==> src/rtl/reg_lock_tracker.sv <==
// Register-lock scoreboard: per-register outstanding-writer counters, a blocking
// mode that locks everything, and a memory-busy flag. All outputs are registered.
module reg_lock_tracker #(
    parameter int NR  = 64,
    parameter int NWB = 2,
    parameter int CW  = 2
) (
    input  logic                      clk_i,
    input  logic                      arst_ni,
    input  logic                      issue_valid_i,
    input  logic [$clog2(NR)-1:0]     issue_rd_i,
    input  logic                      issue_blocking_i,
    input  logic                      issue_mem_op_i,
    input  logic [NWB-1:0]            wb_valid_i,
    input  logic [NWB*$clog2(NR)-1:0] wb_rd_i,
    input  logic                      blk_done_i,
    input  logic                      mem_done_i,
    output logic [NR-1:0]             locks_o,
    output logic                      mem_busy_o,
    output logic                      err_o
);

    localparam int RW = $clog2(NR);
    localparam int SW = CW + 2;
    localparam logic [CW-1:0] CMAX = '1;

    typedef enum logic {NORMAL, BLOCK} state_t;

    state_t          state_q, state_d;
    logic [CW-1:0]   cnt_q [NR];
    logic [CW-1:0]   cnt_d [NR];
    logic [SW-1:0]   sum;
    logic [NR-1:0]   locks_d;
    logic            busy_d;
    logic            err_d;
    logic            issue_ok;
    logic            mem_issue;

    always_ff @(posedge clk_i or negedge arst_ni) begin
        if (!arst_ni) state_q <= NORMAL;
        else          state_q <= state_d;
    end

    always_comb begin
        state_d   = state_q;
        err_d     = 1'b0;
        sum       = '0;
        cnt_d[0]  = '0;
        issue_ok  = issue_valid_i && (state_q == NORMAL);
        mem_issue = issue_ok && issue_mem_op_i;

        case (state_q)
            NORMAL: begin
                if (issue_valid_i && issue_blocking_i) state_d = BLOCK;
                if (blk_done_i) err_d = 1'b1;
            end
            BLOCK: begin
                if (issue_valid_i) err_d = 1'b1;
                if (blk_done_i) state_d = NORMAL;
            end
            default: state_d = NORMAL;
        endcase

        // Net +inc-dec is formed with two spare bits so that both overflow
        // (bit SW-2 set) and underflow (sign bit SW-1 set) are detectable.
        for (int unsigned r = 1; r < NR; r++) begin
            sum = SW'(cnt_q[r]);
            if (issue_ok && !issue_blocking_i && issue_rd_i == RW'(r))
                sum = sum + SW'(1);
            for (int unsigned k = 0; k < NWB; k++) begin
                if (wb_valid_i[k] && wb_rd_i[k*RW +: RW] == RW'(r))
                    sum = sum - SW'(1);
            end
            if (sum[SW-1]) begin
                cnt_d[r] = '0;
                err_d    = 1'b1;
            end else if (sum[SW-2:CW] != '0) begin
                cnt_d[r] = CMAX;
                err_d    = 1'b1;
            end else begin
                cnt_d[r] = sum[CW-1:0];
            end
        end

        busy_d = mem_issue || (mem_busy_o && !mem_done_i);
        if (mem_issue && mem_busy_o && !mem_done_i) err_d = 1'b1;
        if (mem_done_i && !mem_busy_o) err_d = 1'b1;

        for (int unsigned r = 0; r < NR; r++)
            locks_d[r] = (state_d == BLOCK) || (cnt_d[r] != '0);
    end

    always_ff @(posedge clk_i or negedge arst_ni) begin
        if (!arst_ni) begin
            for (int unsigned r = 0; r < NR; r++) cnt_q[r] <= '0;
            locks_o    <= '0;
            mem_busy_o <= 1'b0;
            err_o      <= 1'b0;
        end else begin
            for (int unsigned r = 0; r < NR; r++) cnt_q[r] <= cnt_d[r];
            locks_o    <= locks_d;
            mem_busy_o <= busy_d;
            err_o      <= err_d;
        end
    end

endmodule

==> config.mk <==
export PLATFORM = sky130hd
export DESIGN_NAME = reg_lock_tracker
export DESIGN_NICKNAME = d
export VERILOG_FILES = /design/src/rtl/reg_lock_tracker.sv
export SDC_FILE = /design/constraint.sdc
export NUM_CORES = 1
export LEC_CHECK = 0
export CORE_UTILIZATION = 39
export CTS_CLUSTER_SIZE = 12
export DETAILED_ROUTE_END_ITERATION = 8
export PLACE_DENSITY = 0.59
export SYNTH_ARGS = -nofsm -noshare
export SYNTH_HDL_FRONTEND = slang
export SYNTH_SLANG_ARGS = --single-unit
==> constraint.sdc <==
create_clock -name clk_i -period 8.4 [get_ports clk_i]
set_input_delay 0.84 -clock clk_i [delete_from_list [all_inputs] [get_ports clk_i]]
set_output_delay 0.84 -clock clk_i [all_outputs]
set_load 0.05 [all_outputs]
==> results of run 1 <==
final timing paths:
| kind | start | cells after the start | to | slack [ns] |
|---|---|---|---|---|
| hold reg to reg | mem_busy_o$_DFF_PN0_ | 2 | mem_busy_o$_DFF_PN0_ | 0.59 |
| max in group asynchronous | arst_ni | 2 | cnt_q[42]$_DFF_PN0_ | 6.73 |
| hold / removal | arst_ni | 1 | cnt_q[54]$_DFF_PN0_ | 0.26 |
| setup reg to reg | locks_o[0]$_DFF_PN0_ | 15 | err_o$_DFF_PN0_ | 2.74 |
| min in group clk_i | mem_busy_o$_DFF_PN0_ | 2 | mem_busy_o$_DFF_PN0_ | 0.59 |
| setup / recovery | issue_rd_i[0] | 16 | err_o$_DFF_PN0_ | 2.36 |
registers in the layout, summed over array words and instances, names as in the netlist:
register and flops:
cnt_q 126, err_o 1, mem_busy_o 1, locks_o 64
Yosys cell counts, drive strengths merged, types with 44 or more instances:
cell	count
xor2	147
o21ai	68
clkbuf	94
nor3	78
nor2	206
dfrtp	192
mux2i	84
o21a	48
xnor2	184
ha	189
nand4	52
nand2	259
mux2	44
a21oi	107
or3	71
nand3	199
per-stage QoR:
stage / utilization, % / hold slack (ns)
2_1_floorplan: - / 0.544
4_1_cts: 43.9 / 0.259
5_1_grt: 43.9 / 0.299
3_5_place_dp: 42.8 / 0.588
6_report: 43.9 / 0.262
3_3_place_gp: 42.8 / 0.572
kinds of logic (layout without fill, tap and decap cells):
family | after synthesis | count (layout) | share of synthesized area, %
compound gates | 434 | 434 | 13.9
xor+xnor | 336 | 336 | 14.2
fa+ha+maj | 189 | 189 | 11.2
buf+inv | 174 | 228 | 3.25
flops | 192 | 192 | 22.7
mux | 129 | 129 | 6.42
other cells | 0 | 1 | 0
simple gates | 1107 | 1107 | 28.3
routing by layer:
layer | vias to the layer above | GRT usage [%]
met5 | - | 0
met4 | 4 | 14.0
met3 | 178 | 4.83
met2 | 916 | 44.2
met1 | 10054 | 36.4
li1 | 9558 | -
power groups by stage:
stage,Combinational (mW),Sequential (mW),Clock [mW]
after detailed placement,4.03,1.77,0
after global placement,3.88,1.76,0
after floorplan,2.62,2.11,0
after global routing,4.55,1.83,0.933
after CTS,4.07,1.76,0.909
final,4.09,1.77,0.879
worst register-to-register path, cell delays in order (launching register included):
cell and delay (ns):
sky130_fd_sc_hd__dfrtp_1 0.49, sky130_fd_sc_hd__or4b_1 0.98, sky130_fd_sc_hd__buf_4 0.35, sky130_fd_sc_hd__nor3_2 0.36, sky130_fd_sc_hd__mux2i_1 0.29, sky130_fd_sc_hd__ha_1 0.25
sky130_fd_sc_hd__mux2_2 0.28, sky130_fd_sc_hd__ha_1 0.20, sky130_fd_sc_hd__nand3_1 0.08, sky130_fd_sc_hd__xnor3_1 0.36, sky130_fd_sc_hd__or4_1 0.49, sky130_fd_sc_hd__a311oi_1 0.33
sky130_fd_sc_hd__nand4_1 0.12, sky130_fd_sc_hd__or4_1 0.41, sky130_fd_sc_hd__nor4_1 0.39, sky130_fd_sc_hd__nand4_1 0.13
cell type report:
type	instances	area, sq um
Multi-Input combinational cell	2195	15700
Inverter	41	154
Timing Repair Buffer	157	1410
Antenna cell	1	2.50
Sequential cell	192	4800
Clock buffer	19	443
Tap cell	696	871
Fill cell	5191	30100
Clock inverter	11	133
==> impl_metrics.env, run 1 <==
export IMPL_outcome="completed"
export IMPL_fin_setup_tns_ns=0
export IMPL_number_of_primary_i_o_pins=93
export IMPL_row_count=85
export IMPL_grt_start_max_net_pins=71
export IMPL_clkSlewWorstSetupHoldPaths_ns=0.09
export IMPL_wire_per_inst_um=23.4
export IMPL_vias=20710
export IMPL_totalPowerFinal_mw=6.74
export IMPL_worst_clock_skew_ns=0.0150
export IMPL_crit_path_max_incr_delay_ns=1.16
export IMPL_routed_wirelength_mm=77.5
export IMPL_ctsHoldBuffers=0
export IMPL_grt_antenna_before_repair=3
export IMPL_routed_met1_length_mm=33.0
export IMPL_ys_dominant_reg_cell="sky130_fd_sc_hd__dfrtp_1"
export IMPL_worstSkewPairLatency_ns=0.52
export IMPL_ant_nets=0
export IMPL_die_h_um=235
export IMPL_register_share_of_total_power_pct=26.2
export IMPL_cts_setup_buffers=0
export IMPL_clk_path_buf_depth=2
export IMPL_p_int_mw=3.51
export IMPL_synth_net_count=2777
export IMPL_wire_length_of_the_first_global_routing_pass_mm=118
export IMPL_htree_num_levels=4
export IMPL_maximum_clock_frequency_mhz=166
export IMPL_dp_worst_setup_slack_ns=1.85
export IMPL_net_count_reported_at_finish=2820
export IMPL_synth_seq_area_share_pct=22.7
export IMPL_detail_route_met2_wl_mm=35.1
export IMPL_drt_iter0_drc=1960
export IMPL_netlist_instances=2561
export IMPL_cts_tree="done"
export IMPL_max_cap_viol_count=0
export IMPL_iteration_count_of_the_initial_detailed_routing_pass=5
export IMPL_grt_usage_pct=27.9
export IMPL_async_reset_ff_share_pct=100
export IMPL_dr_wl_met3_mm=5.99
export IMPL_final_setup_violations=0
export IMPL_p_clk_share_pct=13.0
export IMPL_cellPowerDensity_nw_per_um2=286
export IMPL_flow_area_growth_from_synthesis_pct=11.3
export IMPL_maxSlewViolCount=0
export IMPL_cts_num_sinks=192
export IMPL_power_switching_mw=3.23
export IMPL_final_min_period_over_clock_period_pct=71.8
export IMPL_period_needed_ns=6.04
export IMPL_grt_setup_unrepaired="no"
export IMPL_critical_path_class="in -> reg"
export IMPL_place_detailed_hpwl_mm=56.2
export IMPL_cpLargestDelayFamily="simple AND/OR/NAND/NOR gates"
export IMPL_ys_warnings_count=0
export IMPL_worst_setup_path_start_kind="input port"
export IMPL_ctsResizeCount=0
export IMPL_cts_root_buf="sky130_fd_sc_hd__clkbuf_16"
export IMPL_drc_violations_left=0
export IMPL_fraction_of_layout_cells_with_a_size_suffix_above_1_pct=7.46
export IMPL_min_path_type="in -> async"
export IMPL_synth_top_cell_area_share_pct=22.7
export IMPL_port_buffer_count=92
export IMPL_worst_path_max_fanout=30
export IMPL_pwr_share_comb_pct=60.7
export IMPL_timing_critical_path_required_ns=8.80
export IMPL_die_area_sq_um=55200
export IMPL_worst_slew_pin_slew_ns=1.26
export IMPL_netlist_area_sq_um=21200
export IMPL_final_hold_viol_count=0
export IMPL_worstPathBufferInverterCount=1
export IMPL_post_layout_nonfiller_instances=3312
export IMPL_synth_top_cell_by_area="sky130_fd_sc_hd__dfrtp_1"
export IMPL_synth_edff_count=0
export IMPL_synth_avg_cell_area_sq_um=8.27
export IMPL_top_layer="met5"
export IMPL_weighted_congestion_at_the_end_of_routability_driven_global_placement=0.979
export IMPL_vias_per_cell=6.25
export IMPL_grt_pass1_vias=19776
export IMPL_cp_cell_sequence="clkdlybuf4s50_1, nand4bb_1, nor3_1, mux2i_1, ha_1, nand2_1, nand2_1, ha_1, nand3_1, xnor3_1, or4_1, a311oi_1, nand4_1, or4_1, nor4_1, nand4_1"
export IMPL_cellLeakagePower_nw=9.00
export IMPL_synth_top_cells_by_area="sky130_fd_sc_hd__dfrtp_1 23%, sky130_fd_sc_hd__ha_1 11%, sky130_fd_sc_hd__xnor2_1 7.6%"
export IMPL_peakVddDrop_uv=216
export IMPL_place_inst=3281
export IMPL_tightest_slew_margin_relative_to_the_limit_pct=15.9
export IMPL_timing_critical_path_to_type="flip-flop"
export IMPL_cts_made_buffers=17
export IMPL_placed_area_sq_um=23000
export IMPL_die_width_um=235
export IMPL_postLayoutCellArea_sq_um=23600
export IMPL_total_overflow_reported_by_the_global_router=0
export IMPL_final_common_cell="sky130_fd_sc_hd__nand2_1"
export IMPL_power_switching_fraction_pct=47.9
export IMPL_layout_common_cells="259 x sky130_fd_sc_hd__nand2_1, 206 x sky130_fd_sc_hd__nor2_1, 199 x sky130_fd_sc_hd__nand3_1"
export IMPL_critical_path_slowest_cell="sky130_fd_sc_hd__clkdlybuf4s50_1"
export IMPL_initial_core_util_pct=39.4
export IMPL_yosys_reg_bits=192
export IMPL_yosys_cell_types_count=91
export IMPL_setup_ws_ns=2.36
export IMPL_critical_path_arrival_ns=6.43
export IMPL_floorplan_core_area_sq_um=53700
Note: power is estimated with default switching activity, not from simulation.
==> run 2, diff against run 1 <==
- clock period: 8.4 -> 6.2 ns (I/O delays scaled with it)
==> run 2 against run 1 <==
Effect of this change:
- setup slack got worse by 1.8 ns
- clock power is 31% higher
- utilization up 0.51 points
- clock skew is 0.0031 ns higher
- sequential power grew 34%
- critical endpoint unchanged
- register-to-register slack got worse by 2.0 ns
- worst hold slack worse by 0.17 ns
- cell count is 1.0% higher
- global-route usage rose by 0.33 points
==> impl_metrics.env, run 2 (synthesized netlist as in run 1, its figures left out) <==
export IMPL_final_setup_violations=0
export IMPL_row_count=85
export IMPL_utilization_pct=44.4
export IMPL_vias=21006
export IMPL_wire_per_inst_um=23.5
export IMPL_critical_path_slowest_cell="sky130_fd_sc_hd__or4b_1"
export IMPL_register_share_of_total_power_pct=26.2
export IMPL_crit_path_max_incr_delay_ns=0.82
export IMPL_cpLargestDelayFamily="simple AND/OR/NAND/NOR gates"
export IMPL_pwr_share_comb_pct=61.2
export IMPL_grt_start_max_net_pins=104
export IMPL_floorplan_core_area_sq_um=53700
export IMPL_htree_num_levels=4
export IMPL_grt_usage_pct=28.2
export IMPL_grt_antenna_before_repair=4
export IMPL_iteration_count_of_the_initial_detailed_routing_pass=7
export IMPL_final_common_cell="sky130_fd_sc_hd__nand2_1"
export IMPL_post_layout_nonfiller_instances=3346
export IMPL_power_switching_mw=4.39
export IMPL_min_path_type="in -> async"
export IMPL_place_inst=3313
export IMPL_p_int_mw=4.70
export IMPL_worstSkewPairLatency_ns=0.53
export IMPL_power_switching_fraction_pct=48.3
export IMPL_largest_reg_flops=126
export IMPL_clk_path_buf_depth=2
export IMPL_flow_area_growth_from_synthesis_pct=12.6
export IMPL_setup_ws_ns=0.551
export IMPL_largest_register="cnt_q"
export IMPL_worst_clock_skew_ns=0.0181
export IMPL_outcome="completed"
export IMPL_worst_slew_pin_slew_ns=1.08
export IMPL_dp_worst_setup_slack_ns=0.0947
export IMPL_cts_num_sinks=192
export IMPL_cts_setup_buffers=0
export IMPL_max_cap_viol_count=0
export IMPL_cp_cell_sequence="clkdlybuf4s50_1, or4b_1, nor3_1, mux2i_1, ha_1, nand2_1, nand2_1, ha_1, nand3_1, xnor3_1, or4_1, a311oi_1, nand4_1, or4_1, nor4_1, nand4_1"
export IMPL_fin_setup_tns_ns=0
export IMPL_port_buffer_count=92
export IMPL_place_detailed_hpwl_mm=58.3
export IMPL_timing_critical_path_required_ns=6.58
export IMPL_critical_path_arrival_ns=6.03
export IMPL_cellLeakagePower_nw=9.19
export IMPL_tightest_slew_margin_relative_to_the_limit_pct=27.1
export IMPL_p_clk_share_pct=12.6
export IMPL_initial_core_util_pct=39.4
export IMPL_cts_root_buf="sky130_fd_sc_hd__clkbuf_16"
export IMPL_worst_path_max_fanout=7
export IMPL_routed_wirelength_mm=78.5
export IMPL_total_overflow_reported_by_the_global_router=0
export IMPL_ctsResizeCount=0
export IMPL_grt_pass1_vias=20128
export IMPL_maxSlewViolCount=0
export IMPL_cellPowerDensity_nw_per_um2=381
export IMPL_die_width_um=235
export IMPL_maximum_clock_frequency_mhz=177
export IMPL_layout_filler_cells=5258
export IMPL_worst_setup_path_start_kind="input port"
export IMPL_number_of_primary_i_o_pins=93
export IMPL_clkSlewWorstSetupHoldPaths_ns=0.08
export IMPL_cts_tree="done"
export IMPL_peakVddDrop_uv=240
export IMPL_reg_top3="cnt_q (126), locks_o (64)"
export IMPL_cts_made_buffers=17
export IMPL_die_h_um=235
export IMPL_die_area_sq_um=55200
export IMPL_vias_per_cell=6.28
export IMPL_worstPathBufferInverterCount=1
export IMPL_ant_nets=0
export IMPL_layout_common_cells="259 x sky130_fd_sc_hd__nand2_1, 206 x sky130_fd_sc_hd__nor2_1, 199 x sky130_fd_sc_hd__nand3_1"
export IMPL_timing_critical_path_to_type="flip-flop"
export IMPL_fraction_of_layout_cells_with_a_size_suffix_above_1_pct=8.65
export IMPL_postLayoutCellArea_sq_um=23800
export IMPL_ctsHoldBuffers=0
export IMPL_grt_setup_unrepaired="no"
export IMPL_drt_iter0_drc=1914
export IMPL_net_count_reported_at_finish=2852
export IMPL_final_min_period_over_clock_period_pct=91.1
export IMPL_period_needed_ns=5.65
export IMPL_wire_length_of_the_first_global_routing_pass_mm=119
export IMPL_final_hold_viol_count=0
export IMPL_drc_violations_left=0
export IMPL_critical_path_class="in -> reg"
export IMPL_weighted_congestion_at_the_end_of_routability_driven_global_placement=1.00
export IMPL_placed_area_sq_um=23300
==> run 2: cell count changes in the layout (fill, tap and decap cells not counted), sizes merged <==
cell	change
inv	+5
clkinvlp	-4
bufinv	-2
buf	+32
clkinv	+3
clkbuf	-1
diode	+1
==> run 2: layer usage <==
| metal | vias up | track usage [%] | share of wire [%] |
|---|---|---|---|
| met5 | - | 0 | 0.014 |
| met4 | 2 | 14.8 | 4.8 |
| met3 | 207 | 5.60 | 8.3 |
| met2 | 900 | 44.7 | 45 |
| met1 | 10284 | 36.2 | 42 |
| li1 | 9613 | - | - |
==> run 2: power groups by stage <==
stage	clock network [mW]	logic (mW)	registers, mW
CTS	1.19	5.53	2.37
finish	1.15	5.56	2.38
global placement	0	5.29	2.37
global route	1.22	6.20	2.47
floorplan	0	3.55	2.86
detailed placement	0	5.48	2.39
==> run 2: path summary, 6_finish.rpt <==
| check | cells after the start | end | startpoint | slack, ns |
|---|---|---|---|---|
| setup / recovery | 16 | err_o$_DFF_PN0_ | issue_blocking_i | 0.55 |
| hold / removal | 1 | locks_o[57]$_DFF_PN0_ | arst_ni | 0.1 |
| setup reg to reg | 15 | err_o$_DFF_PN0_ | locks_o[0]$_DFF_PN0_ | 0.70 |
| max in group asynchronous | 2 | cnt_q[80]$_DFF_PN0_ | arst_ni | 5.00 |
| hold reg to reg | 2 | mem_busy_o$_DFF_PN0_ | mem_busy_o$_DFF_PN0_ | 0.58 |
| min in group clk_i | 2 | mem_busy_o$_DFF_PN0_ | mem_busy_o$_DFF_PN0_ | 0.58 |
==> run 2: cell type report <==
class / count / area (sq um) / area share (%)
multi-input combinational: 2195 / 15700 / 66.1
clock buffer: 18 / 439 / 1.84
clock inverter: 13 / 119 / 0.499
timing repair buffer: 189 / 1700 / 7.13
sequential: 192 / 4800 / 20.2
inverter: 41 / 154 / 0.646
tap: 696 / 871 / 3.65
antenna: 2 / 5.00 / 0.0210
==> run 2: through the flow <==
step	power [mW]	hold WS [ns]
after floorplan	6.40	0.324
after global placement	7.66	0.580
after detailed placement	7.87	0.581
after CTS	9.09	0.124
after global routing	9.88	0.149
final	9.09	0.0962
==> edit 1, RTL diff (settings of run 2) <==
Set the parameter `NR` to 32 (it was 64).
--- a/src/rtl/reg_lock_tracker.sv
+++ b/src/rtl/reg_lock_tracker.sv
@@ -2,5 +2,5 @@
 // mode that locks everything, and a memory-busy flag. All outputs are registered.
 module reg_lock_tracker #(
-    parameter int NR  = 64,
+    parameter int NR  = 32,
     parameter int NWB = 2,
     parameter int CW  = 2
Interface: changed (resized issue_rd_i, locks_o and wb_rd_i); port bits go from 93 to 58. No check against the original RTL was run, so the function may have changed too.
==> edit 1 against run 2 <==
  * Worst setup slack improved by 510 ps
  * Design area decreased by 49%
  * Wire length is 55% lower
  * Register-to-register slack improved by 750 ps
  * Sequential power fell by 50%
  * Worst hold slack better by 170 ps
  * Critical path depth down 1
  * Synthesized cell count is 50% lower
  * Count of clock-buffer cells in the layout is 9 lower
  * First-iteration DRC count decreased by 48%
  * Total power fell by 49%
  * Final cell count fell by 49%
  * Area after synthesis fell by 48%
  * Sequential cell count fell by 96
==> edit 1: results (changes against run 2) <==
Yosys
  – Most area-consuming cells after synthesis: dfrtp_1, ha_1, xnor2_1
  – Post-synthesis mux area share: 5.967% (-0.45 points)
  – Syn_nets: 1410 (-49%)
  – Compound-gate portion of the synthesized area: 13.52% (-0.38 points)
  – Synth Area in XOR/XNOR: 14.22% (about the same)
  – Synth top cells by count: nand2_1, nor2_1, dfrtp_1
  – Syn Inst Count: 1293 (-50%)
  – Seq/Total Area, Yosys: 21.99% (-0.71 points)
  – Post-Synth Adder-Cell Area: 10.65% (-0.52 points)
  – Synth cell types: 87 (-4.4%)

Global routing
  – Met2 GRT Util: 39.40% (-5.3 points)
  – All-Layer GR Usage: 24.92% (-3.3 points)
  – First-pass GRT wire length: 54180 um (-54%)
  – Largest net degree at the start of global routing: 53 (-49%)
  – M3 GR Usage: 3.475% (-2.1 points)
  – Antenna violations before repair: 0 (-4)
  – GR Layer Usage met1: 34.33% (-1.9 points)

Timing
  – Clock skew: 9.030 ps (-9.085 ps)
  – Final setup margin: 1060 ps (+509.2 ps)
  – Hold WS: 262.6 ps (+166.4 ps)
  – Rel. slew slack: 20.04% (-7.0 points)

Outcome
  – Status: finished, final reports clean

Critical path
  – Crit Path Max Fanout: 14 (+7)
  – Setup slack, reg-to-reg: 1450 ps (+750 ps)
  – CP arrival: 5370 ps (-660 ps)
  – Slowest CP cell: clkdlybuf4s50_1

Detailed routing
  – WL final: 35240 um (-55%)
  – Met3 wire length: 2717 um (-58%)
  – 1st-pass router iterations: 5 (-2)
  – DR WL met2: 15780 um (-55%)
  – Post-Route M1 WL: 15650 um (-53%)
  – Max Used Layer: met4
  – 1st-iter DRT viols: 1000 (-48%)

Layout
  – Inserted Diodes: 0 (-2)
  – Biggest regs: cnt_q (62), locks_o (32)
  – P&R area growth vs syn: 11.86%
  – Fillers: 2656 (-49%)
  – Nets: 1445 (-49%)
  – Layout cells sized above 1: 7.202% (-1.4 points)
  – Final Instance Count excl. Fillers: 1705 (-49%)

Place
  – Port Buf Inserts: 57 (-38%)
  – Dpl ws: 793.8 ps (+699.1 ps)
  – Placed insts: 1689 (-49%)
  – Post-detail-place hpwl: 27330 um (-53%)
  – Post-DP Area: 11900 um^2 (-49%)

Clock network
  – CTS H-Tree Depth: 3 (-1)
  – Clock latency at the later pin of the worst-skew pair: 370 ps (-160 ps)
  – Clock buffer count from CTS: 9 (-8)

Pwr
  – Max IR drop VDD: 0.2193 mV (-8.4%)
  – Clk. pwr: 635 uW (-45%)
  – Sw frac: 46.77% (-1.5 points)
  – Sequential power: 1190 uW (-50%)
  – LEAKAGE: 0.005012 uW (-45%)
## edit 1: changes by cell type after synthesis, sizes merged, moves of 92 or more
cell          run 2  this run
nand2           259       115
nand3           199        80
xnor2           184        82
dfrtp           192        96
ha              189        93
xor2            147        55
## edit 1: area by class of cell
class | instances | share of cell area, %
Clock buffer | 9 | 1.843
Clock inverter | 7 | 0.7781
Inverter | 31 | 0.9521
Multi-Input combinational cell | 1112 | 67.03
Sequential cell | 96 | 19.66
Tap cell | 372 | 3.808
Timing Repair Buffer | 78 | 5.938
## edit 1: kinds of logic (layout without fill, tap and decap cells)
| kind of cell | count (synthesis) | count (layout) |
|---|---|---|
| and+or+nand+nor | 592 | 592 |
| AOI/OAI and AO/OA | 212 | 212 |
| xor gates and xnor gates | 152 | 152 |
| DFF | 96 | 96 |
| adders and majority gates | 93 | 93 |
| buffers and inverters | 85 | 125 |
| muxes | 63 | 63 |
==> edit 2, RTL diff (flow settings as in run 2) <==
Without the edit above. Register the output `err_o` once more; this adds one clock of latency there. The other outputs are not delayed to match.
--- a/src/rtl/reg_lock_tracker.sv
+++ b/src/rtl/reg_lock_tracker.sv
@@ -26,4 +26,6 @@
 
     typedef enum logic {NORMAL, BLOCK} state_t;
+
+    logic err_s0;
 
     state_t          state_q, state_d;
@@ -96,11 +98,15 @@
             locks_o    <= '0;
             mem_busy_o <= 1'b0;
-            err_o      <= 1'b0;
+            err_s0     <= 1'b0;
         end else begin
             for (int unsigned r = 0; r < NR; r++) cnt_q[r] <= cnt_d[r];
             locks_o    <= locks_d;
             mem_busy_o <= busy_d;
-            err_o      <= err_d;
+            err_s0     <= err_d;
         end
+    end
+
+    always_ff @(posedge clk_i) begin
+        err_o <= err_s0;
     end
 
Formal check against the unedited RTL: not equivalent (a bounded check fails within 4 cycles, from zero or initial values and one cycle with arst_ni low).
==> edit 2 against run 2 <==
  * Wire length grew 0.56%
  * Non-clock buffer count grew 11
  * Design area up 3.3%
  * Clock skew shrank 7.9 ps
  * Worst setup slack improved by 3.1 ps
  * Area after synthesis grew 3.2%
  * Sequential cell count grew 1
  * Total power grew 3.1%
  * Final cell count grew 1.1%
  * Critical path type unchanged
  * Critical endpoint is now err_s0
  * Largest cell class unchanged
  * Largest power group unchanged
==> edit 2: results (changes against run 2) <==
Layout
  – Inserted Diodes: 1 (-1)
  – Count of non-CTS buffers in the layout: 200 (+5.8%)
  – #MultiIn Comb: 2166 (-1.3%)
  – Nets: 2838 (-0.49%)
  – Clk tree area frac: 2.337% (-0.0036 points)
  – Signal buf overhead: 7.449% (+0.32 points)
  – Clkbuf count: 23 (+5)
  – Multi-input combinational area share: 66.14% (+0.082 points)
  – Layout cells sized above 1: 10.36% (+1.7 points)
  – P&R area growth vs syn: 12.77%
  – Fillers: 5272 (+0.27%)
  – FF/Latch Area: 4825 um^2 (+0.42%)

Outcome
  – Status: finished, final reports clean

Critical path
  – Crit Path Max Fanout: 5 (-2)
  – Slowest CP cell: nor4b_4
  – CP max stage delay: 690 ps (-130 ps)

Detailed routing
  – 1st-pass router iterations: 6 (-1)
  – DR WL met2: 36170 um (+3.2%)
  – Post-Route M1 WL: 32300 um (-2.5%)

Yosys
  – Post-synth ARST share: 99.48% (-0.52 points)
  – Most area-consuming cells after synthesis: dfrtp_1, ha_1, xnor2_1
  – Seq/Total Area, Yosys: 22.09% (-0.60 points)
  – Synth top cells by count: nand2_1, nor2_1, dfrtp_1

Global routing
  – All-Layer GR Usage: 27.88% (-0.32 points)
  – Antenna violations before repair: 3 (-1)
  – M3 GR Usage: 5.589% (-0.015 points)
  – Met2 GRT Util: 44.82% (+0.12 points)
  – GR Layer Usage met1: 35.38% (-0.83 points)
  – First-pass GRT wire length: 120200 um (+1.1%)

Timing
  – Clock skew: 10.18 ps (-7.936 ps)

Place
  – Dpl ws: 180.0 ps (+85.29 ps)
  – Post-detail-place hpwl: 60120 um (+3.1%)

Clock network
  – Clk sink count: 193 (+0.52%)

Pwr
  – LEAKAGE: 0.009728 uW (+5.9%)
## edit 2: how the worst min path moves through the flow
stage | from | to | slack [ps] | cells past startpoint
global route | arst_ni | locks_o[28] | 180 | 1
floorplan | arst_ni | cnt_q[0] | 320 | 0
finish | arst_ni | locks_o[28] | 130 | 1
CTS | arst_ni | locks_o[33] | 130 | 1
detailed placement | err_s0 | err_o | 450 | 0
global placement | err_s0 | err_o | 450 | 0
## edit 2: kinds of logic after synthesis
family                   count (synthesis)  synth area share, %
AO/OA/AOI/OAI                          426                13.39
XOR/XNOR                               327                14.73
adder cells (fa/ha/maj)                189                10.83
buffers and inverters                  188                3.656
flip-flops                             193                22.09
multiplexers                           155                7.752
AND/OR/NAND/NOR                       1069                27.55
## edit 2: power by group
group / switching [uW] / internal [uW] / total, uW
clock network: 552 / 613 / 1160
registers: 600 / 1840 / 2440
logic: 3300 / 2460 / 5760
total: 4450 / 4920 / 9370
